==> src/rtl/keypad_pkg.sv <==
// Shared keypad types and constants for the key-entry path.
package keypad_pkg;

  localparam logic [3:0] KEY_MAX_DIGIT = 4'd9;
  localparam logic [3:0] KEY_STAR      = 4'd10;
  localparam logic [3:0] KEY_HASH      = 4'd11;

  typedef logic [3:0] bcd_t;

  typedef enum logic {IDLE, CONV} ctrl_state_e;
  typedef enum logic {HELD, ARMED} press_state_e;

  // One decimal accumulation step; acc*10 is built from shifts so no multiplier is inferred.
  function automatic logic [9:0] mac10(input logic [9:0] acc, input bcd_t d);
    return (acc << 3) + (acc << 1) + {6'd0, d};
  endfunction

endpackage

==> src/rtl/key_press_edge.sv <==
// Turns a level-valid key stream into one press event per physical press.
//   state | meaning
//   HELD  | waiting for RELEASE_CYCLES consecutive low cycles
//   ARMED | next valid cycle emits a press
module key_press_edge
  import keypad_pkg::*;
#(
  parameter int unsigned RELEASE_CYCLES = 3
) (
  input  logic       clk,
  input  logic       rst,
  input  logic       key_valid,
  input  logic [3:0] key_code,
  output logic       press,
  output logic [3:0] press_code
);

  localparam logic [7:0] REL_LOAD = 8'(RELEASE_CYCLES);

  press_state_e state_q, state_d;
  logic [7:0]   rel_cnt_q, rel_cnt_d;

  // Reset lands in HELD so a key held through reset must be released first.
  always_ff @(posedge clk) begin
    if (rst) begin
      state_q   <= HELD;
      rel_cnt_q <= REL_LOAD;
    end else begin
      state_q   <= state_d;
      rel_cnt_q <= rel_cnt_d;
    end
  end

  always_comb begin
    state_d    = state_q;
    rel_cnt_d  = rel_cnt_q;
    press      = 1'b0;
    press_code = key_code;
    case (state_q)
      ARMED: begin
        if (key_valid) begin
          press     = 1'b1;
          state_d   = HELD;
          rel_cnt_d = REL_LOAD;
        end
      end
      HELD: begin
        if (key_valid) begin
          rel_cnt_d = REL_LOAD;
        end else if (rel_cnt_q == 8'd1) begin
          state_d   = ARMED;
          rel_cnt_d = REL_LOAD;
        end else begin
          rel_cnt_d = rel_cnt_q - 8'd1;
        end
      end
      default: state_d = HELD;
    endcase
  end

endmodule

==> src/rtl/bcd_entry_ctrl.sv <==
// 3-digit BCD key-entry register with iterative BCD-to-binary commit on '#'.
//   state | meaning
//   IDLE  | accepting digit / '*' / '#' events
//   CONV  | three accumulation steps digit2, digit1, digit0
module bcd_entry_ctrl
  import keypad_pkg::*;
#(
  parameter int unsigned RELEASE_CYCLES = 3
) (
  input  logic       clk,
  input  logic       rst,
  input  logic       key_valid,
  input  logic [3:0] key_code,
  output logic [3:0] digit0,
  output logic [3:0] digit1,
  output logic [3:0] digit2,
  output logic [1:0] entry_count,
  output logic       busy,
  output logic [9:0] value,
  output logic       value_valid
);

  logic       press;
  logic [3:0] press_code;

  key_press_edge #(.RELEASE_CYCLES(RELEASE_CYCLES)) u_press (
    .clk        (clk),
    .rst        (rst),
    .key_valid  (key_valid),
    .key_code   (key_code),
    .press      (press),
    .press_code (press_code)
  );

  ctrl_state_e state_q, state_d;
  bcd_t        dig0_q, dig0_d, dig1_q, dig1_d, dig2_q, dig2_d;
  logic [1:0]  count_q, count_d;
  logic        fresh_q, fresh_d;
  logic [9:0]  acc_q, acc_d;
  logic [1:0]  step_q, step_d;
  logic [9:0]  value_q, value_d;
  logic        vv_q, vv_d;
  bcd_t        cur_digit;

  always_ff @(posedge clk) begin
    if (rst) begin
      state_q <= IDLE;
      dig0_q  <= '0;
      dig1_q  <= '0;
      dig2_q  <= '0;
      count_q <= '0;
      fresh_q <= 1'b0;
      acc_q   <= '0;
      step_q  <= '0;
      value_q <= '0;
      vv_q    <= 1'b0;
    end else begin
      state_q <= state_d;
      dig0_q  <= dig0_d;
      dig1_q  <= dig1_d;
      dig2_q  <= dig2_d;
      count_q <= count_d;
      fresh_q <= fresh_d;
      acc_q   <= acc_d;
      step_q  <= step_d;
      value_q <= value_d;
      vv_q    <= vv_d;
    end
  end

  always_comb begin
    state_d   = state_q;
    dig0_d    = dig0_q;
    dig1_d    = dig1_q;
    dig2_d    = dig2_q;
    count_d   = count_q;
    fresh_d   = fresh_q;
    acc_d     = acc_q;
    step_d    = step_q;
    value_d   = value_q;
    vv_d      = 1'b0;
    cur_digit = dig0_q;
    case (state_q)
      IDLE: begin
        if (press) begin
          if (press_code <= KEY_MAX_DIGIT) begin
            // First digit after a commit starts a new entry rather than shifting.
            if (fresh_q) begin
              dig2_d  = '0;
              dig1_d  = '0;
              dig0_d  = press_code;
              count_d = 2'd1;
              fresh_d = 1'b0;
            end else if (count_q != 2'd3) begin
              dig2_d  = dig1_q;
              dig1_d  = dig0_q;
              dig0_d  = press_code;
              count_d = count_q + 2'd1;
            end
          end else if (press_code == KEY_STAR) begin
            dig2_d  = '0;
            dig1_d  = '0;
            dig0_d  = '0;
            count_d = '0;
            fresh_d = 1'b0;
            value_d = '0;
          end else if (press_code == KEY_HASH && count_q != 2'd0) begin
            state_d = CONV;
            acc_d   = '0;
            step_d  = '0;
          end
        end
      end
      CONV: begin
        case (step_q)
          2'd0:    cur_digit = dig2_q;
          2'd1:    cur_digit = dig1_q;
          default: cur_digit = dig0_q;
        endcase
        acc_d  = mac10(acc_q, cur_digit);
        step_d = step_q + 2'd1;
        if (step_q == 2'd2) begin
          state_d = IDLE;
          value_d = acc_d;
          vv_d    = 1'b1;
          count_d = '0;
          fresh_d = 1'b1;
        end
      end
      default: state_d = IDLE;
    endcase
  end

  assign digit0      = dig0_q;
  assign digit1      = dig1_q;
  assign digit2      = dig2_q;
  assign entry_count = count_q;
  assign busy        = (state_q == CONV);
  assign value       = value_q;
  assign value_valid = vv_q;

endmodule
==> config.mk <==
export PLATFORM = sky130hd
export DESIGN_NAME = bcd_entry_ctrl
export DESIGN_NICKNAME = d
export VERILOG_FILES = /design/src/rtl/keypad_pkg.sv /design/src/rtl/key_press_edge.sv /design/src/rtl/bcd_entry_ctrl.sv
export SDC_FILE = /design/constraint.sdc
export NUM_CORES = 1
export LEC_CHECK = 0
export CAP_MARGIN = 0
export CORE_MARGIN = 2
export CORE_UTILIZATION = 25
export DETAILED_ROUTE_END_ITERATION = 8
export HOLD_SLACK_MARGIN = 0.06
export MAX_ROUTING_LAYER = met4
export SLEW_MARGIN = 20
export SYNTH_ARGS = -nofsm -noshare
export SYNTH_HDL_FRONTEND = slang
export SYNTH_SLANG_ARGS = --single-unit
==> constraint.sdc <==
create_clock -name clk -period 6.55 [get_ports clk]
set_clock_uncertainty 0.15 [all_clocks]
set_input_delay 1.31 -clock clk [delete_from_list [all_inputs] [get_ports clk]]
set_output_delay 1.31 -clock clk [all_outputs]
set_load 0.02 [all_outputs]
* After elaboration in Yosys (flattened, before gate mapping) *
Cells that the tools add are included.

cells by class
  magnitude comparators = 1
  bitwise gates (word level) = 2
  mux-type cells = 56
  reduce and logical (&&, ||, !) cells = 10
  equality and inequality tests = 16
  add/sub/neg operators = 5

operators with widths
  kind                                                                      count
  4-bit two-way mux                                                         11
  10-bit two-way mux                                                        4
  9-bit two-way mux                                                         4
  8-bit two-way mux                                                         3
  2-bit two-way mux                                                         10
  10-bit case mux with 2 select lines                                       1
  9-bit case mux with 2 select lines                                        1
  8-bit case mux with 2 select lines                                        1
  4-bit AND reduction                                                       4
  1-bit two-way mux                                                         15
  2-bit inequality test (second input constant)                             7
  10-bit adder                                                              1
  10-bit by 4-bit adder with 10-bit output                                  1
  4-bit equality test (second input constant)                               2
  8-bit by 1-bit equality test with 1-bit output (second input constant)    1
  2-bit case mux with 2 select lines                                        2
  4-bit case mux with 2 select lines                                        1
  8-bit by 1-bit subtractor with 8-bit output (second input constant)       1
  1-bit case mux with 2 select lines                                        3
  2-bit by 1-bit adder with 2-bit output (second input constant)            2
  4-bit <= comparator (second input constant)                               1
  4-bit inequality test (second input constant)                             1
  2-bit nonzero test                                                        2
  3-bit by 2-bit inequality test with 1-bit output (second input constant)  1
  9 further kinds                                                           10

storage, ports and cells
  register bits after elaboration = 47
  output and inout port bits = 26
  bits of input ports = 7
  logic and storage cells = 102

* Longest topological paths before layout *
  depth in word-level cells = 7
  mapped depth = 13
  gate-level depth less buffers = 13

* By module *
Synthesis repeated with hierarchy kept, for this count alone.

unflattened totals
  cell total of the unflattened synthesis = 288
  area, all modules = 2,501.1 sq um

by module, submodules not included
  module          instances  seq. area each (sq um)  area each (sq um)  cells an instance
  bcd_entry_ctrl  1          760.7                   2,028.2            235
  key_press_edge  1          180.2                   473.0              53

* Worst setup path after synthesis *
No wires, ideal clock.

  kind = reg2reg
  from = register step_q[0]
  to = register value_q[7] (netlist: value[7])
  cell stages (with the launch flop) = 13
  data arrival time = 2.741 ns
  path slack = 3.572 ns
  path buffers = 0
  path through = dfxtp_1 > inv_1 > ha_1 > nor2_1 > a21oi_1 > fa_1 > inv_1 > ha_1 > a21o_1 > a21oi_1 > o21ai_0 > mux2_2 > o31ai_1

between the ends
  word-level cells in the longest chain between the ends = 6
  elaborated cells on any way between the ends = 10
  classes of those cells = add/sub (1); eq/ne (3); mux (4); reduce/logical (2)

RTL lines
  item                                                                                      line                   text
  start, declared                                                                           bcd_entry_ctrl.sv:40   logic [1:0] step_q, step_d;
  start signal, assigned                                                                    bcd_entry_ctrl.sv:65   step_q <= step_d;
  2-bit by 1-bit equality test with 1-bit output / 2-bit zero test (equally long branches)  bcd_entry_ctrl.sv:115  case (step_q)
  4-bit case mux with 2 select lines                                                        bcd_entry_ctrl.sv:115
  4-bit two-way mux                                                                         bcd_entry_ctrl.sv:83   case (state_q)
  10-bit by 4-bit adder with 10-bit output                                                  keypad_pkg.sv:15       return (acc << 3) + (acc << 1) + {6'd0, d};
  10-bit two-way mux                                                                        bcd_entry_ctrl.sv:122  if (step_q == 2'd2) begin
  10-bit case mux with 2 select lines                                                       bcd_entry_ctrl.sv:83
  end signal, assigned                                                                      bcd_entry_ctrl.sv:66   value_q <= value_d;
  end, declared                                                                             bcd_entry_ctrl.sv:41   logic [9:0] value_q, value_d;

Several ways; a longest one is shown, not always the timed one. The select of a mux whose other input is x is not followed.
A chain may end at the register's enable or synchronous reset.

* Worst setup path after layout *
Ends and elaborated chain as after synthesis.

==> impl_metrics.tcl <==
set metrics [dict create \
    num_rows 35 \
    n_antenna_cell 0 \
    nets 344 \
    clk_latency_ns 0.29 \
    fin_crit_sh_pct 51.4 \
    r2r_cells 12 \
    final.setup.tns_ns 0 \
    cpPeakStageDelay_ns 0.49 \
    cts_root_buf "clkbuf_8" \
    fill_cells 1022 \
    yosysTopAreaCell "dfxtp_1" \
    syn_inst 287 \
    cts.sinks 47 \
    finalSetupViolations 0 \
    post_drt_wl_per_cell_um 12.7 \
    crit_fanout 5 \
    place_hpwl_um 4070 \
    ctsResizeCount 0 \
    maxCapViolations 0 \
    start_util_pct 25.9 \
    firstDrtPassIters 4 \
    path_class "flip-flop to flip-flop" \
    grt_pass1_wl_um 9500 \
    regToRegStartpoint "step_q[0]" \
    ys_seq_elements 47 \
    rsz0062_at_grt "no" \
    hold_depth 2 \
    cts_setup_buffers 0 \
    htreeDepth 2 \
    worst_pin_slew_ns 1.00 \
    antenna_found_initial 0 \
    crit_chain "inv_1, ha_1, nor2_1, a21oi_1, fa_1, inv_1, ha_1, a21o_1, a21oi_1, o21ai_0, mux2_2, o31ai_1" \
    p_per_area_mw_per_mm2 166 \
    r2r_slack_ns 3.18 \
    via_per_inst 4.64 \
    max_freq_mhz 297 \
    yosysSeqAreaShare_pct 39.1 \
    slew_headroom_pct 33.1 \
    grt_overflow 0 \
    cts_hold_buf 0 \
    min_path_type "flip-flop to flip-flop" \
    drive_above_1_share_pct 4.46 \
    p_total_uw 487 \
    dieArea_mm2 0.0104 \
    ys_warn_count 0 \
    start_kind "flip-flop" \
    hp-start "value[2]" \
    hold_end "value[2]" \
    grt_util_all_layers_pct 11.8 \
    grt_pass1_vias 1981 \
    drt_iter0_markers 100 \
    finalHoldViolations 0 \
    synthTopCellsByArea "dfxtp_1, ha_1, a21oi_1, nand2_1, a22oi_1" \
    grt_max_degree 53 \
    r2r-end "value[7]" \
    cts_tree "yes" \
    synth_cell_types 42 \
    synth_area_per_cell_um2 8.38 \
    vias 2057 \
    port_buffers 32 \
    path_clk_slew_ns 0.08 \
    numCtsBuffers 5 \
    crit_slowest_cell "fa_1" \
    die_h_um 102 \
    critPathCaptureType "flip-flop" \
    clock_tree.buffer_depth 2 \
    outcome "finished clean" \
    slew_viol_final 0 \
    cp_data_required_time_ns 6.61 \
    drc 0 \
    syn-num-nets 317 \
    core_area_mm2 0.00928 \
    syn_to_final_growth_pct 21.9 \
    die_x_um 102 \
    worstPathArrival_ns 3.43 \
    period_needed_ns 3.37 \
    io_pins 33 \
    ant_nets 0 \
    postRouteWirelength_um 5620 \
    fin_hold_ws_ns 0.304 \
    synth_top_cell_area_share_pct 39.1 \
    place.gp.congestion 0.844 \
    netlist_area_mm2 0.00240 \
    peakVddDrop_mv 0.0913 \
    p_leak_uw 0.00110 \
]
-- final cells by class --
| cell class | instances | area [µm²] | area share [%] |
|---|---|---|---|
| sequential | 47 | 941 | 32.1 |
| tap | 129 | 161 | 5.51 |
| timing repair buffer | 33 | 328 | 11.2 |
| clock buffer | 6 | 82.6 | 2.82 |
| clock inverter | 1 | 5.00 | 0.171 |
| multi-input combinational | 211 | 1350 | 46.2 |
| inverter | 16 | 60.1 | 2.05 |
-- cell usage in the layout (no fill, tap or decap), types with 3 or more instances in the layout --
| master | Yosys | layout |
|---|---|---|
| clkbuf_8 | 0 | 6 |
| xor2_1 | 4 | 4 |
| nand3b_1 | 6 | 6 |
| dfxtp_1 | 47 | 47 |
| nor2_1 | 18 | 18 |
| a21o_1 | 3 | 3 |
| nor2b_1 | 4 | 4 |
| or2_2 | 3 | 3 |
| or3_1 | 3 | 3 |
| nand2b_1 | 5 | 5 |
| a31oi_1 | 3 | 3 |
| clkdlybuf4s50_1 | 0 | 32 |
| nand3_1 | 15 | 15 |
| a21oi_1 | 34 | 34 |
| a22oi_1 | 10 | 10 |
| o21ai_0 | 7 | 7 |
| inv_1 | 16 | 16 |
| nor4_1 | 3 | 3 |
| nand2_1 | 36 | 36 |
| nor3_1 | 8 | 8 |
| ha_1 | 21 | 21 |
| o31ai_1 | 4 | 4 |
-- worst max-delay path: cells and delay by family, from the launching register on --
| family | cells | cell delay (ns) |
|---|---|---|
| flops | 1 | 0.38 |
| simple gates | 1 | 0.24 |
| buf+inv | 2 | 0.15 |
| fa+ha+maj | 3 | 1.04 |
| mux | 1 | 0.32 |
| compound gates | 5 | 1.00 |
-- sequential cells by signal, summed over array words and instances (netlist names) --
name and count:
digit1 4, fresh_q 1, u_press.rel_cnt_q 8, value 10
value_valid 1, busy 1, u_press.state_q 1, step_q 2
acc_q 9, entry_count 2, digit2 4, digit0 4
-- metal layers --
metal / vias up / global-route usage, % / wire, µm
met5: - / - / 0
met4: 0 / 3.79 / 61
met3: 5 / 2.67 / 216
met2: 38 / 18.0 / 2500
met1: 960 / 15.7 / 2840
li1: 1054 / - / -
-- power by group --
part           internal, µW  switching (µW)
Combinational          8.11            12.1
Sequential              286            1.16
Clock                  83.0            95.8
-- cells in the mapped netlist (all sizes together) --
cell type and number:
mux2i 2, nor4bb 1, nor2b 4, nand3 15
nand4b 1, inv 16, o31ai 4, xor2 4
o21bai 1, nor3b 2, nand2 36, nand4 1
a211o 1, nor4 3, dfxtp 47, or2b 1
xnor2 2, nor3 8, or4 1, ha 21
nand3b 6, nor2 18, a21o 3, a21oi 35
a22oi 10, o21ai 7, or2 3, buf 3
o21a 1, o211ai 1, a211oi 1, a31oi 3
or3 3, mux2 1, fa 2, nand2b 5
nor4b 1, clkbuf 10, o22ai 2, a22o 1
-- cell families after synthesis --
logic type                 after synthesis  share of synthesized area (%)
AOI/OAI and AO/OA                       70                           17.5
xor gates and xnor gates                 6                           2.19
adders and majority gates               23                           12.6
buffers and inverters                   29                           4.63
DFF                                     47                           39.1
muxes                                    3                           1.30
and+or+nand+nor                        109                           22.7
-- stage by stage --
stage	std cells	setup WS [ns]	util (%)	instance area, µm²
after global routing	443	2.91	31.6	2930
after CTS	443	3.17	31.6	2930
after detailed placement	436	2.86	30.6	2840
after floorplan	287	3.57	-	2400
final	443	3.18	31.6	2930
after global placement	436	2.91	30.6	2840
-- how the worst max path moves through the flow --
| stage | from | endpoint | slack (ns) | cells after the start |
|---|---|---|---|---|
| after floorplan | step_q[0] | value[7] | 3.57 | 12 |
| after global placement | key_code[1] | digit0[1] | 2.91 | 6 |
| after detailed placement | key_code[1] | digit0[2] | 2.86 | 6 |
| after CTS | key_code[1] | digit0[2] | 3.17 | 6 |
| after global routing | step_q[0] | value[7] | 2.91 | 12 |
| final | step_q[0] | value[7] | 3.18 | 12 |
Power figures use the tool's default switching activity.
